File: src/rtl/tx_msg_scheduler.sv
// ---------------------------------------------------------------------------
// tx_msg_scheduler
//
// Sequencer and arbiter for the UART status-message byte source. Three
// requesters (start-control, initial, normal) post 1-cycle request pulses
// that are latched as pending flags. One request is granted at a time by
// fixed priority START > INIT > NORM. For the granted message the block
// steps the byte index 0..MSG_LEN-1, handshakes each byte with the UART
// (oTX_START out, iTX_DONE back) and inserts an idle gap between messages.
//
// Per-byte sequence: LOAD (ROM output settles) -> SEND (oTX_START pulse)
// -> WAIT (for iTX_DONE, bounded by TIMEOUT_CYCLES).
//
// Parameters:
//   MSG_LEN         bytes per message, 1..64
//   GAP_CYCLES      idle cycles between messages, 0 = no gap state
//   TIMEOUT_CYCLES  WAIT budget in cycles after oTX_START, must be >= 2
//
// Ports:
//   clk         system clock, rising edge
//   reset       asynchronous active-low reset
//   iREQ_START  start-control message request pulse
//   iREQ_INIT   initial message request pulse
//   iREQ_NORM   normal message request pulse
//   iFINISH     synchronous abort (level)
//   iTX_DONE    UART byte-complete pulse
//   oSEL        message select: 00 none, 01 INIT, 10 NORM, 11 START
//   oBYTE_IDX   current byte index into the message ROM
//   oTX_START   1-cycle pulse, UART loads the ROM byte
//   oBUSY       high whenever the sequencer is not idle
//   oMSG_DONE   1-cycle pulse after the final byte completes
//   oTIMEOUT    1-cycle pulse when a byte handshake times out
// All outputs are registered.
// ---------------------------------------------------------------------------
module tx_msg_scheduler #(
    parameter int MSG_LEN        = 35,
    parameter int GAP_CYCLES     = 16,
    parameter int TIMEOUT_CYCLES = 4096
) (
    input  logic       clk,
    input  logic       reset,
    input  logic       iREQ_START,
    input  logic       iREQ_INIT,
    input  logic       iREQ_NORM,
    input  logic       iFINISH,
    input  logic       iTX_DONE,
    output logic [1:0] oSEL,
    output logic [5:0] oBYTE_IDX,
    output logic       oTX_START,
    output logic       oBUSY,
    output logic       oMSG_DONE,
    output logic       oTIMEOUT
);

    localparam logic [2:0] ST_IDLE = 3'd0;
    localparam logic [2:0] ST_LOAD = 3'd1;
    localparam logic [2:0] ST_SEND = 3'd2;
    localparam logic [2:0] ST_WAIT = 3'd3;
    localparam logic [2:0] ST_GAP  = 3'd4;

    localparam logic [1:0] SEL_NONE  = 2'b00;
    localparam logic [1:0] SEL_INIT  = 2'b01;
    localparam logic [1:0] SEL_NORM  = 2'b10;
    localparam logic [1:0] SEL_START = 2'b11;

    localparam int GAP_W = (GAP_CYCLES > 1) ? $clog2(GAP_CYCLES) : 1;
    localparam int TO_W  = (TIMEOUT_CYCLES > 2) ? $clog2(TIMEOUT_CYCLES) : 1;

    localparam logic [5:0]       LAST_IDX = 6'(MSG_LEN - 1);
    localparam logic [GAP_W-1:0] GAP_LAST = GAP_W'(GAP_CYCLES - 1);
    // The counter is cleared in SEND and steps once per WAIT cycle. The abort
    // fires on the WAIT cycle whose increment would make the counter reach
    // TIMEOUT_CYCLES-1, which places oTIMEOUT exactly TIMEOUT_CYCLES cycles
    // after the oTX_START pulse of the unanswered byte.
    localparam logic [TO_W-1:0]  TO_FIRE  = TO_W'(TIMEOUT_CYCLES - 2);
    localparam bit               NO_GAP   = (GAP_CYCLES == 0);

    // Registered state
    logic [2:0]       state_r;
    logic [1:0]       sel_r;
    logic [5:0]       idx_r;
    logic             pendStart_r;
    logic             pendInit_r;
    logic             pendNorm_r;
    logic [GAP_W-1:0] gapCnt_r;
    logic [TO_W-1:0]  toCnt_r;
    logic             txStart_r;
    logic             busy_r;
    logic             msgDone_r;
    logic             timeout_r;

    // Next-state values
    logic [2:0]       stateNext_s;
    logic [1:0]       selNext_s;
    logic [5:0]       idxNext_s;
    logic             pendStartNext_s;
    logic             pendInitNext_s;
    logic             pendNormNext_s;
    logic [GAP_W-1:0] gapCntNext_s;
    logic [TO_W-1:0]  toCntNext_s;
    logic             msgDoneNext_s;
    logic             timeoutNext_s;
    logic             msgEnd_s;

    // Next-state, grant and pending-flag logic
    always_comb begin
        stateNext_s     = state_r;
        selNext_s       = sel_r;
        idxNext_s       = idx_r;
        pendStartNext_s = pendStart_r | iREQ_START;
        pendInitNext_s  = pendInit_r  | iREQ_INIT;
        pendNormNext_s  = pendNorm_r  | iREQ_NORM;
        gapCntNext_s    = gapCnt_r;
        toCntNext_s     = toCnt_r;
        msgDoneNext_s   = 1'b0;
        timeoutNext_s   = 1'b0;
        msgEnd_s        = 1'b0;

        if (iFINISH) begin
            // Abort wins over everything, including same-cycle requests
            // and a same-cycle final iTX_DONE.
            stateNext_s     = ST_IDLE;
            selNext_s       = SEL_NONE;
            idxNext_s       = 6'd0;
            pendStartNext_s = 1'b0;
            pendInitNext_s  = 1'b0;
            pendNormNext_s  = 1'b0;
            gapCntNext_s    = '0;
            toCntNext_s     = '0;
        end else begin
            case (state_r)
                ST_IDLE: begin
                    // Grant from registered flags; a pulse arriving in the
                    // grant cycle stays pending for a later repeat.
                    if (pendStart_r) begin
                        selNext_s       = SEL_START;
                        pendStartNext_s = iREQ_START;
                        idxNext_s       = 6'd0;
                        stateNext_s     = ST_LOAD;
                    end else if (pendInit_r) begin
                        selNext_s       = SEL_INIT;
                        pendInitNext_s  = iREQ_INIT;
                        idxNext_s       = 6'd0;
                        stateNext_s     = ST_LOAD;
                    end else if (pendNorm_r) begin
                        selNext_s       = SEL_NORM;
                        pendNormNext_s  = iREQ_NORM;
                        idxNext_s       = 6'd0;
                        stateNext_s     = ST_LOAD;
                    end else begin
                        stateNext_s     = ST_IDLE;
                    end
                end
                ST_LOAD: begin
                    stateNext_s = ST_SEND;
                end
                ST_SEND: begin
                    toCntNext_s = '0;
                    stateNext_s = ST_WAIT;
                end
                ST_WAIT: begin
                    if (iTX_DONE) begin
                        if (idx_r == LAST_IDX) begin
                            msgDoneNext_s = 1'b1;
                            msgEnd_s      = 1'b1;
                        end else begin
                            idxNext_s   = idx_r + 6'd1;
                            stateNext_s = ST_LOAD;
                        end
                    end else if (toCnt_r == TO_FIRE) begin
                        // Drop the message; no retry and no oMSG_DONE.
                        timeoutNext_s = 1'b1;
                        msgEnd_s      = 1'b1;
                    end else begin
                        toCntNext_s = toCnt_r + {{(TO_W-1){1'b0}}, 1'b1};
                    end
                end
                ST_GAP: begin
                    // oSEL keeps the last grant until the gap expires.
                    if (gapCnt_r == GAP_LAST) begin
                        stateNext_s = ST_IDLE;
                        selNext_s   = SEL_NONE;
                        idxNext_s   = 6'd0;
                    end else begin
                        gapCntNext_s = gapCnt_r + {{(GAP_W-1){1'b0}}, 1'b1};
                    end
                end
                default: begin
                    stateNext_s = ST_IDLE;
                    selNext_s   = SEL_NONE;
                    idxNext_s   = 6'd0;
                end
            endcase

            // Common exit after a completed or timed-out message.
            if (msgEnd_s) begin
                if (NO_GAP) begin
                    stateNext_s = ST_IDLE;
                    selNext_s   = SEL_NONE;
                    idxNext_s   = 6'd0;
                end else begin
                    stateNext_s  = ST_GAP;
                    gapCntNext_s = '0;
                end
            end else begin
                stateNext_s = stateNext_s;
            end
        end
    end

    // State, counter and registered-output update
    always_ff @(posedge clk or negedge reset) begin
        if (!reset) begin
            state_r     <= ST_IDLE;
            sel_r       <= SEL_NONE;
            idx_r       <= 6'd0;
            pendStart_r <= 1'b0;
            pendInit_r  <= 1'b0;
            pendNorm_r  <= 1'b0;
            gapCnt_r    <= '0;
            toCnt_r     <= '0;
            txStart_r   <= 1'b0;
            busy_r      <= 1'b0;
            msgDone_r   <= 1'b0;
            timeout_r   <= 1'b0;
        end else begin
            state_r     <= stateNext_s;
            sel_r       <= selNext_s;
            idx_r       <= idxNext_s;
            pendStart_r <= pendStartNext_s;
            pendInit_r  <= pendInitNext_s;
            pendNorm_r  <= pendNormNext_s;
            gapCnt_r    <= gapCntNext_s;
            toCnt_r     <= toCntNext_s;
            txStart_r   <= (stateNext_s == ST_SEND);
            busy_r      <= (stateNext_s != ST_IDLE);
            msgDone_r   <= msgDoneNext_s;
            timeout_r   <= timeoutNext_s;
        end
    end

    assign oSEL      = sel_r;
    assign oBYTE_IDX = idx_r;
    assign oTX_START = txStart_r;
    assign oBUSY     = busy_r;
    assign oMSG_DONE = msgDone_r;
    assign oTIMEOUT  = timeout_r;

endmodule
File: config.mk
export PLATFORM = sky130hd
export DESIGN_NAME = tx_msg_scheduler
export DESIGN_NICKNAME = d
export VERILOG_FILES = /design/src/rtl/tx_msg_scheduler.sv
export SDC_FILE = /design/constraint.sdc
export NUM_CORES = 1
export LEC_CHECK = 0
export BUFFER_PORTS_ARGS = -buffer_cell sky130_fd_sc_hd__buf_2
export CORE_MARGIN = 10
export CORE_UTILIZATION = 60
export CTS_BUF_LIST = sky130_fd_sc_hd__clkbuf_4 sky130_fd_sc_hd__clkbuf_8
export DETAILED_ROUTE_END_ITERATION = 10
export GPL_TIMING_DRIVEN = 0
export PLACE_DENSITY = 0.78
export SLEW_MARGIN = 30
export SYNTH_ARGS = -nofsm -noshare
export SYNTH_HDL_FRONTEND = slang
export SYNTH_SLANG_ARGS = --single-unit
File: constraint.sdc
create_clock -name clk -period 2 [get_ports clk]
set_input_delay 0.1 -clock clk [delete_from_list [all_inputs] [get_ports clk]]
set_output_delay 0.1 -clock clk [all_outputs]
set_load 0.05 [all_outputs]
# --- Yosys cells after proc, flatten, opt, wreduce, memory -nomap -nowiden ---
# Cells that the tools add are included.
classes:
  add_sub_neg: 3
  bitwise_logic: 3
  muxes: 54
  eq_ne: 17
  n_reduce_logical: 10
op_table:
  columns: ["operator", "n"]
  rows:
  - ["$mux W6", 7]
  - ["$mux W12", 3]
  - ["$mux W1", 26]
  - ["$pmux W12 S2", 1]
  - ["$pmux W6 S4", 1]
  - ["$mux W4", 4]
  - ["$mux W3", 5]
  - ["$ne A3 B3 Y1 const B", 5]
  - ["$pmux W3 S5", 1]
  - ["$add A12 B1 Y12 const B", 1]
  - ["$eq A12 B12 Y1 const B", 1]
  - ["$mux W2", 5]
  - ["$eq A3 B2 Y1 const B", 3]
  - ["$reduce_bool A3 Y1", 3]
  - ["$add A6 B1 Y6 const B", 1]
  - ["$eq A6 B6 Y1 const B", 1]
  - ["$pmux W2 S3", 1]
  - ["$reduce_and A3 Y1", 2]
  - ["$ne A5 B5 Y1 const B", 1]
  - ["$reduce_and A5 Y1", 1]
  - ["$add A4 B1 Y4 const B", 1]
  - ["$eq A4 B4 Y1 const B", 1]
  - ["$ne A2 B1 Y1 const B", 2]
  - ["$eq A3 B1 Y1 const B", 1]
  - ["7 further kinds", 9]
word_totals:
  reg_bits: 34
  word_cells: 99
  in_bits: 7
  output_inout_bits: 12

# --- Longest topological paths before layout ---
# Gate-level depths: netlist of run 1.
logic_depth:
  depth_word: 8
  mapped_depth: 8
  ltp_nobuf: 7

# --- Worst setup path after synthesis of run 1 ---
# OpenSTA, ideal clock, no wires.
synth_timing:
  path_kind: "register -> register"
  start: "reg idx_r[0] (netlist: oBYTE_IDX[0])"
  end: "reg idx_r[5] (netlist: oBYTE_IDX[5])"
  setup_ns: 0.077
  t_required_ns: 1.923
  setup_slack_ns: -0.125
  path_stages_with_launch: 8
  arrival_time_ns: 2.047
  path_cell_list: "dfrtp_1 inv_1 ha_1 nand2_1 nor4_1 a211o_1 or4_1 a21oi_1"
synth_between:
  elab_chain_cells: 5
synth_lines:
  columns: ["element", "line_no", "text"]
  rows:
  - ["from (decl)", "81", "logic [5:0] idx_r;"]
  - ["from (signal assigned)", "229", "idx_r <= idxNext_s;"]
  - ["$add A6 B1 Y6", "167", "idxNext_s = idx_r + 6'd1;"]
  - ["$mux W6", "163", "if (idx_r == LAST_IDX) begin"]
  - ["$mux W6", "162", "if (iTX_DONE) begin"]
  - ["$pmux W6 S4", "131", "case (state_r)"]
  - ["$mux W6", "119", "if (iFINISH) begin"]
# Parallel ways exist; a longest one is shown, timed or not. The select of a mux whose other input is x is not followed.
# A chain may end at the register's enable or synchronous reset.

# --- Worst setup path after layout of run 1 ---
layout_timing:
  start: "reg gapCnt_r[0]"
  end: "reg idx_r[5] (netlist: oBYTE_IDX[5])"
layout_between:
  elab_chain_cells: 3
layout_lines:
  columns: ["element", "line_no", "text"]
  rows:
  - ["from (decl)", "85", "logic [GAP_W-1:0] gapCnt_r;"]
  - ["from (signal assigned)", "233", "gapCnt_r <= gapCntNext_s;"]
  - ["$eq A4 B4 Y1", "180", "if (gapCnt_r == GAP_LAST) begin"]
  - ["$ne A3 B3 Y1 (no source line)", null, null]
  - ["$reduce_and A5 Y1 (no source line)", null, null]
# Every way passes these cells.

==> flow_metrics.env, run 1 <==
export IMPL_max_stage_delay_ns=0.53
export IMPL_ys_seq_elements=34
export IMPL_r2r_slack_ns=0.04
export IMPL_p_int_uw=903
export IMPL_vias=1424
export IMPL_period_share=0.978
export IMPL_cp_required_ns=2.24
export IMPL_clock_sinks=34
export IMPL_start_util=0.635
export IMPL_drt_drc_violations_left=0
export IMPL_slowest_stage="or4_1"
export IMPL_postSynthAreaPerCell_um2=9.60
export IMPL_relSlewSlack=0.499
export IMPL_fin_worst_skew_ns=0.0109
export IMPL_swShare=0.287
export IMPL_cp_end_kind="flop"
export IMPL_maxSlewViolCount=0
export IMPL_drive_gt1_frac=0.269
export IMPL_clk_path_buf_depth=2
export IMPL_area_growth_syn_to_layout_pct=16.6
export IMPL_worstPathArrival_ns=2.20
export IMPL_post_dp_cell_area_um2=1900
export IMPL_p_sw_uw=364
export IMPL_synthArstFlopShare=1.00
export IMPL_first_iter_violations=61
export IMPL_hold_violations=0
export IMPL_power_frac_comb=0.160
export IMPL_reg2reg_to="oBYTE_IDX[5]"
export IMPL_dp_slack_ns=0.0338
export IMPL_netlist_area_um2=1770
export IMPL_ys_seq_area_frac=0.482
export IMPL_hold_ws_ns=0.0298
export IMPL_grt_pass1_wl_um=6200
export IMPL_setup_ws_ns=0.0443
export IMPL_firstDrtPassIters=4
export IMPL_die_area_um2=5520
export IMPL_outcome="finished, final reports clean"
export IMPL_num_rows=19
export IMPL_start_kind="flop"
export IMPL_hold_path_class="input pin to flop"
export IMPL_fmax_mhz=511
export IMPL_gr_usage_all_layers=0.137
export IMPL_cap_violations=0
export IMPL_htreeDepth=2
export IMPL_fill_cells=201
export IMPL_grt_overflow=0
export IMPL_r2r_start="gapCnt_r[0]"
export IMPL_ant_nets=0
export IMPL_path_class="flop to flop"
export IMPL_seqPwrFrac=0.571
export IMPL_synth_nets=196
export IMPL_antenna_cells=0
export IMPL_die_w_um=74.3
export IMPL_fin_area_um2=2060
export IMPL_num_io_pins=19
export IMPL_path_cells="ha_2 > nand3_2 > a22o_1 > a211o_1 > or4_1 > a21oi_2"
export IMPL_vias_per_cell=5.77
export IMPL_crit_start="gapCnt_r[0]"
export IMPL_grt_max_degree=35
export IMPL_layout_nets=228
export IMPL_grt_antenna_before_repair=0
export IMPL_clk_latency_ns=0.32
export IMPL_clkSlewWorstSetupHoldPaths_ns=0.10
export IMPL_wl_um=3540
export IMPL_avgRoutedWirePerCell_um=14.3
export IMPL_cts_buffers=5
export IMPL_cts_root_buf="clkbuf_4"
export IMPL_syn_inst=184
export IMPL_p_leak_uw=0.000880
export IMPL_io_buffers=18
export IMPL_die_height_um=74.3
export IMPL_clockPowerShare=0.270
export IMPL_gp_congestion=0.854
export IMPL_grt_pass1_vias=1443
export IMPL_rsz0062_at_grt="true"
export IMPL_cts_tree="yes"
export IMPL_synth_edf_count=0
export IMPL_synth_flop_cell="dfrtp_1"
export IMPL_p_per_area_nw_per_um2=615
export IMPL_ir_worst_vdd_uv=612
export IMPL_ys_warn_count=0
export IMPL_core_area_um2=2780
export IMPL_fin_crit_ns=1.96
export IMPL_setup_viol=0
export IMPL_hpwl_um=2510
export IMPL_worst_r2r_cell_count=6
export IMPL_path_max_fanout=3
export IMPL_max_slew_worst_pin_slew_ns=0.752
export IMPL_post_route_util=0.740
export IMPL_worstSetupEndpoint="oBYTE_IDX[5]"
export IMPL_ys_types=42
area by class of cell:
type                       instances  area, µm²  area share
multi-input combinational        137        915       0.444
sequential                        34        855       0.415
timing repair buffer              25        150      0.0729
tap                               31       38.8      0.0188
clock buffer                       5       37.5      0.0182
inverter                           8       30.0      0.0146
buffer                             5       23.8      0.0115
clock inverter                     2       10.0     0.00486
cells in the mapped netlist, types with 2 or more instances:
master | n | area [µm²]
nand2_1 | 12 | 45.0
xnor2_1 | 8 | 70.1
nor4_1 | 3 | 18.8
or3_2 | 2 | 15.0
inv_1 | 8 | 30.0
nand3_1 | 7 | 35.0
nor2_1 | 18 | 67.6
dfrtp_1 | 34 | 851
nor3b_1 | 2 | 15.0
a21oi_1 | 17 | 85.1
nand4_1 | 3 | 18.8
clkbuf_1 | 3 | 11.3
xor2_1 | 2 | 17.5
ha_1 | 5 | 62.6
or4_4 | 2 | 22.5
o21ai_0 | 10 | 50.1
nand2b_1 | 3 | 18.8
nor3_1 | 9 | 45.0
or2_2 | 3 | 18.8
o21bai_1 | 2 | 15.0
and2_1 | 2 | 12.5
or3_1 | 9 | 56.3
flip-flops by register name (all words and copies together), names as in the netlist, 2 cells and up:
| register | count |
|---|---|
| oBYTE_IDX | 6 |
| oSEL | 2 |
| toCnt_r | 12 |
| gapCnt_r | 4 |
| state_r | 3 |
power groups by stage:
stage	Clock (µW)	Combinational (µW)	Sequential (µW)
floorplan	0	97.4	769
global placement	0	186	734
detailed placement	0	188	736
CTS	355	194	722
global route	385	224	727
finish	342	202	723
what timing repair did:
action                                  4_1_cts  5_1_grt
hold endpoints to repair                     36        0
buffers inserted                              0        4
resized for setup                             0       15
hold buffers                                  3        0
endpoints found under the setup margin        0       17
through the flow:
stage / total power, µW / instances / setup TNS [ns]
6_report: 1270 / 247 / 0
4_1_cts: 1270 / 243 / 0
2_1_floorplan: 866 / 184 / 0
3_5_place_dp: 924 / 233 / 0
3_3_place_gp: 920 / 233 / 0
5_1_grt: 1340 / 247 / -0.0347
cell families after synthesis:
group,count (synthesis),share of synthesized area
AOI/OAI and AO/OA,34,0.108
xor gates and xnor gates,10,0.0496
adders and majority gates,5,0.0354
buffers and inverters,13,0.0290
DFF,34,0.482
muxes,2,0.0120
and+or+nand+nor,86,0.284
worst min-delay path by stage:
stage,start,to,slack (ns),depth (start not counted)
final,iREQ_NORM,pendNorm_r,0.03,3
after global placement,reset,toCnt_r[3],0.19,1
after CTS,iREQ_NORM,pendNorm_r,0.02,3
after floorplan,reset,gapCnt_r[0],-0.20,0
after global routing,iFINISH,state_r[1],0.06,2
after detailed placement,reset,toCnt_r[3],0.21,1
per-layer routing:
metal	up-vias	share of wire	GRT usage
li1	709	-	-
met1	690	0.42	0.148
met2	21	0.53	0.249
met3	4	0.041	0.0426
met4	0	0.011	0.0467
met5	-	0	0
worst max-delay path, delay by kind of cell, from the launching register on:
kind            cells  cell delay, ns
flops               1            0.40
simple gates        2            0.60
compound gates      3            0.67
fa+ha+maj           1            0.21
cell usage in the layout, fill, tap and decap left out, types with 3 or more instances in the layout:
| cell type | synthesis | routed |
|---|---|---|
| dfrtp_1 | 34 | 31 |
| buf_2 | 1 | 19 |
| nor2_1 | 18 | 18 |
| a21oi_1 | 17 | 14 |
| nand2_1 | 12 | 12 |
| o21ai_0 | 10 | 10 |
| inv_1 | 8 | 8 |
| or3_1 | 9 | 8 |
| xnor2_1 | 8 | 8 |
| nor3_1 | 9 | 7 |
| nand3_1 | 7 | 5 |
| buf_4 | 0 | 5 |
| clkbuf_4 | 0 | 5 |
| ha_1 | 5 | 4 |
| nor4_1 | 3 | 3 |
| nand4_1 | 3 | 3 |
| nand2b_1 | 3 | 3 |
| clkbuf_1 | 3 | 3 |
| a21oi_2 | 0 | 3 |
| or2_2 | 3 | 3 |
| dlygate4sd3_1 | 0 | 3 |
| dfrtp_2 | 0 | 3 |
(Power assumes the default switching activity.)
==> inputs of run 2 (changes only) <==
--- a/config.mk
+++ b/config.mk
@@ -6,9 +6,11 @@
 export NUM_CORES = 1
 export LEC_CHECK = 0
 export BUFFER_PORTS_ARGS = -buffer_cell sky130_fd_sc_hd__buf_2
+export CORE_ASPECT_RATIO = 0.8
 export CORE_MARGIN = 10
 export CORE_UTILIZATION = 60
 export CTS_BUF_LIST = sky130_fd_sc_hd__clkbuf_4 sky130_fd_sc_hd__clkbuf_8
+export CTS_CLUSTER_SIZE = 40
 export DETAILED_ROUTE_END_ITERATION = 10
 export GPL_TIMING_DRIVEN = 0
 export PLACE_DENSITY = 0.78
==> constraint.sdc (replaced) <==
create_clock -name clk -period 2.1 [get_ports clk]
set_input_delay 0.105 -clock clk [delete_from_list [all_inputs] [get_ports clk]]
set_output_delay 0.105 -clock clk [all_outputs]
set_load 0.05 [all_outputs]
==> run 2 against run 1 <==
  * First-iteration DRC count is 31% higher
  * Non-clock buffer count is 5 lower
  * Routed wire length is 4.7% higher
  * Register-to-register slack better by 0.07 ns
  * Clock-buffer cell count is 2 higher
  * Clock skew is 0.0024 ns higher
  * Maximum frequency is 1.7% lower
  * Critical path type unchanged
  * Critical endpoint unchanged
  * Highest routed layer unchanged
==> flow_metrics.env, run 2 (synthesis results as in run 1) <==
export IMPL_r2r_start="gapCnt_r[1]"
export IMPL_cts_buffers=5
export IMPL_hpwl_um=2650
export IMPL_cts_tree="yes"
export IMPL_cts_root_buf="clkbuf_8"
export IMPL_drt_drc_violations_left=0
export IMPL_cp_required_ns=2.32
export IMPL_wl_um=3710
export IMPL_final_common_cell="dfrtp_1"
export IMPL_outcome="finished, final reports clean"
export IMPL_multi_input_area_um2=877
export IMPL_r2r_slack_ns=0.11
export IMPL_die_height_um=68.5
export IMPL_largest_reg_flops=12
export IMPL_die_area_um2=5530
export IMPL_slowest_stage="or4_1"
export IMPL_power_frac_comb=0.134
export IMPL_dp_slack_ns=0.104
export IMPL_core_area_um2=2790
export IMPL_setup_viol=0
export IMPL_ir_worst_vdd_uv=522
export IMPL_regMostFlops="toCnt_r"
export IMPL_relSlewSlack=0.509
export IMPL_final_cell_mix="dfrtp_1 (33), buf_2 (19), nor2_1 (18)"
export IMPL_clkSlewWorstSetupHoldPaths_ns=0.07
export IMPL_num_io_pins=19
export IMPL_worst_r2r_cell_count=6
export IMPL_p_per_area_nw_per_um2=684
export IMPL_seq_area_um2=852
export IMPL_worstPathArrival_ns=2.21
export IMPL_clockPowerShare=0.370
export IMPL_io_buffers=18
export IMPL_maxSlewViolCount=0
export IMPL_path_max_fanout=3
export IMPL_grt_max_degree=35
export IMPL_vias_per_cell=5.70
export IMPL_hold_path_class="input pin to flop"
export IMPL_max_stage_delay_ns=0.52
export IMPL_setup_ws_ns=0.110
export IMPL_grt_pass1_wl_um=6260
export IMPL_crit_start="gapCnt_r[1]"
export IMPL_area_growth_syn_to_layout_pct=14.9
export IMPL_period_share=0.948
export IMPL_fmax_mhz=503
export IMPL_start_util=0.634
export IMPL_clk_path_buf_depth=2
export IMPL_cap_violations=0
export IMPL_fill_cells=214
export IMPL_vias=1425
export IMPL_layout_nets=223
export IMPL_p_sw_uw=380
export IMPL_avgRoutedWirePerCell_um=14.8
export IMPL_grt_overflow=0
export IMPL_clk_latency_ns=0.30
export IMPL_fin_crit_ns=1.99
export IMPL_swShare=0.274
export IMPL_grt_pass1_vias=1389
export IMPL_ant_nets=0
export IMPL_reg2reg_to="oBYTE_IDX[5]"
export IMPL_gp_congestion=0.835
export IMPL_first_iter_violations=80
export IMPL_antenna_cells=0
export IMPL_path_class="flop to flop"
export IMPL_worstSetupEndpoint="oBYTE_IDX[5]"
export IMPL_die_w_um=80.7
export IMPL_seqPwrFrac=0.496
export IMPL_gr_usage_all_layers=0.147
export IMPL_rsz0062_at_grt="false"
export IMPL_start_kind="flop"
export IMPL_finalSetupTns_ns=0
export IMPL_path_cells="ha_1 > nand3_1 > a22o_1 > a211o_1 > or4_1 > a21oi_1"
export IMPL_max_slew_worst_pin_slew_ns=0.737
export IMPL_htreeDepth=2
export IMPL_num_rows=17
export IMPL_grt_antenna_before_repair=0
export IMPL_p_leak_uw=0.000883
export IMPL_drive_gt1_frac=0.212
export IMPL_fin_worst_skew_ns=0.0133
export IMPL_post_route_util=0.729
export IMPL_p_int_uw=1010
export IMPL_clock_sinks=34
export IMPL_cp_end_kind="flop"
export IMPL_firstDrtPassIters=4
export IMPL_hold_violations=0
## run 2: changes by cell type in the layout (fill, tap and decap cells not counted), sizes merged
cell / change
clkbuf: +3
buf: -4
dlygate4sd3: -2
clkinv: -1
## run 2: worst min-delay path by stage
stage | startpoint | end | slack (ns) | depth (start not counted)
5_1_grt | iREQ_INIT | pendInit_r | 0.04 | 3
4_1_cts | iREQ_START | pendStart_r | 0.03 | 3
6_report | iREQ_START | pendStart_r | 0.03 | 3
3_3_place_gp | reset | oBYTE_IDX[4] | 0.19 | 1
3_5_place_dp | reset | oBYTE_IDX[4] | 0.21 | 1
2_1_floorplan | reset | gapCnt_r[0] | -0.19 | 0
## run 2: timing repair
action	4_1_cts	5_1_grt
endpoints found under the hold margin	34	0
setup endpoints to repair	0	5
setup buffers	0	1
gates resized for setup	0	2
hold buffers	1	0
## run 2: per-layer routing
layer  up-vias  share of wire  GRT usage
met4         0          0.025     0.0884
met3        10          0.051     0.0465
li1        704              -          -
met2        28           0.47      0.237
met5         -              0          0
met1       683           0.45      0.171
## run 2: power by group through the flow
stage / logic [µW] / registers, µW / clock network [µW]
2_1_floorplan: 92.7 / 732 / 0
3_3_place_gp: 177 / 699 / 0
3_5_place_dp: 183 / 701 / 0
4_1_cts: 186 / 689 / 519
5_1_grt: 205 / 692 / 542
6_report: 186 / 689 / 513
## run 2: layout make-up
type / count / area share
buffer: 5 / 0.0105
clock buffer: 7 / 0.0444
clock inverter: 1 / 0.00246
inverter: 8 / 0.0148
multi-input combinational: 137 / 0.432
sequential: 34 / 0.420
tap: 38 / 0.0234
timing repair buffer: 20 / 0.0530
## run 2: stage by stage
stage,hold slack (ns),std cells,total power [µW],area (µm²)
2_1_floorplan,-0.191,184,825,1770
3_3_place_gp,0.193,240,877,1910
3_5_place_dp,0.212,240,884,1910
4_1_cts,0.0289,249,1390,2010
5_1_grt,0.0450,250,1440,2030
6_report,0.0292,250,1390,2030
## run 2: critical path, delay by kind of cell (launching register included)
kind / cells / cell delay (ns)
AOI/OAI and AO/OA: 3 / 0.73
and+or+nand+nor: 2 / 0.63
DFF: 1 / 0.37
adders and majority gates: 1 / 0.18
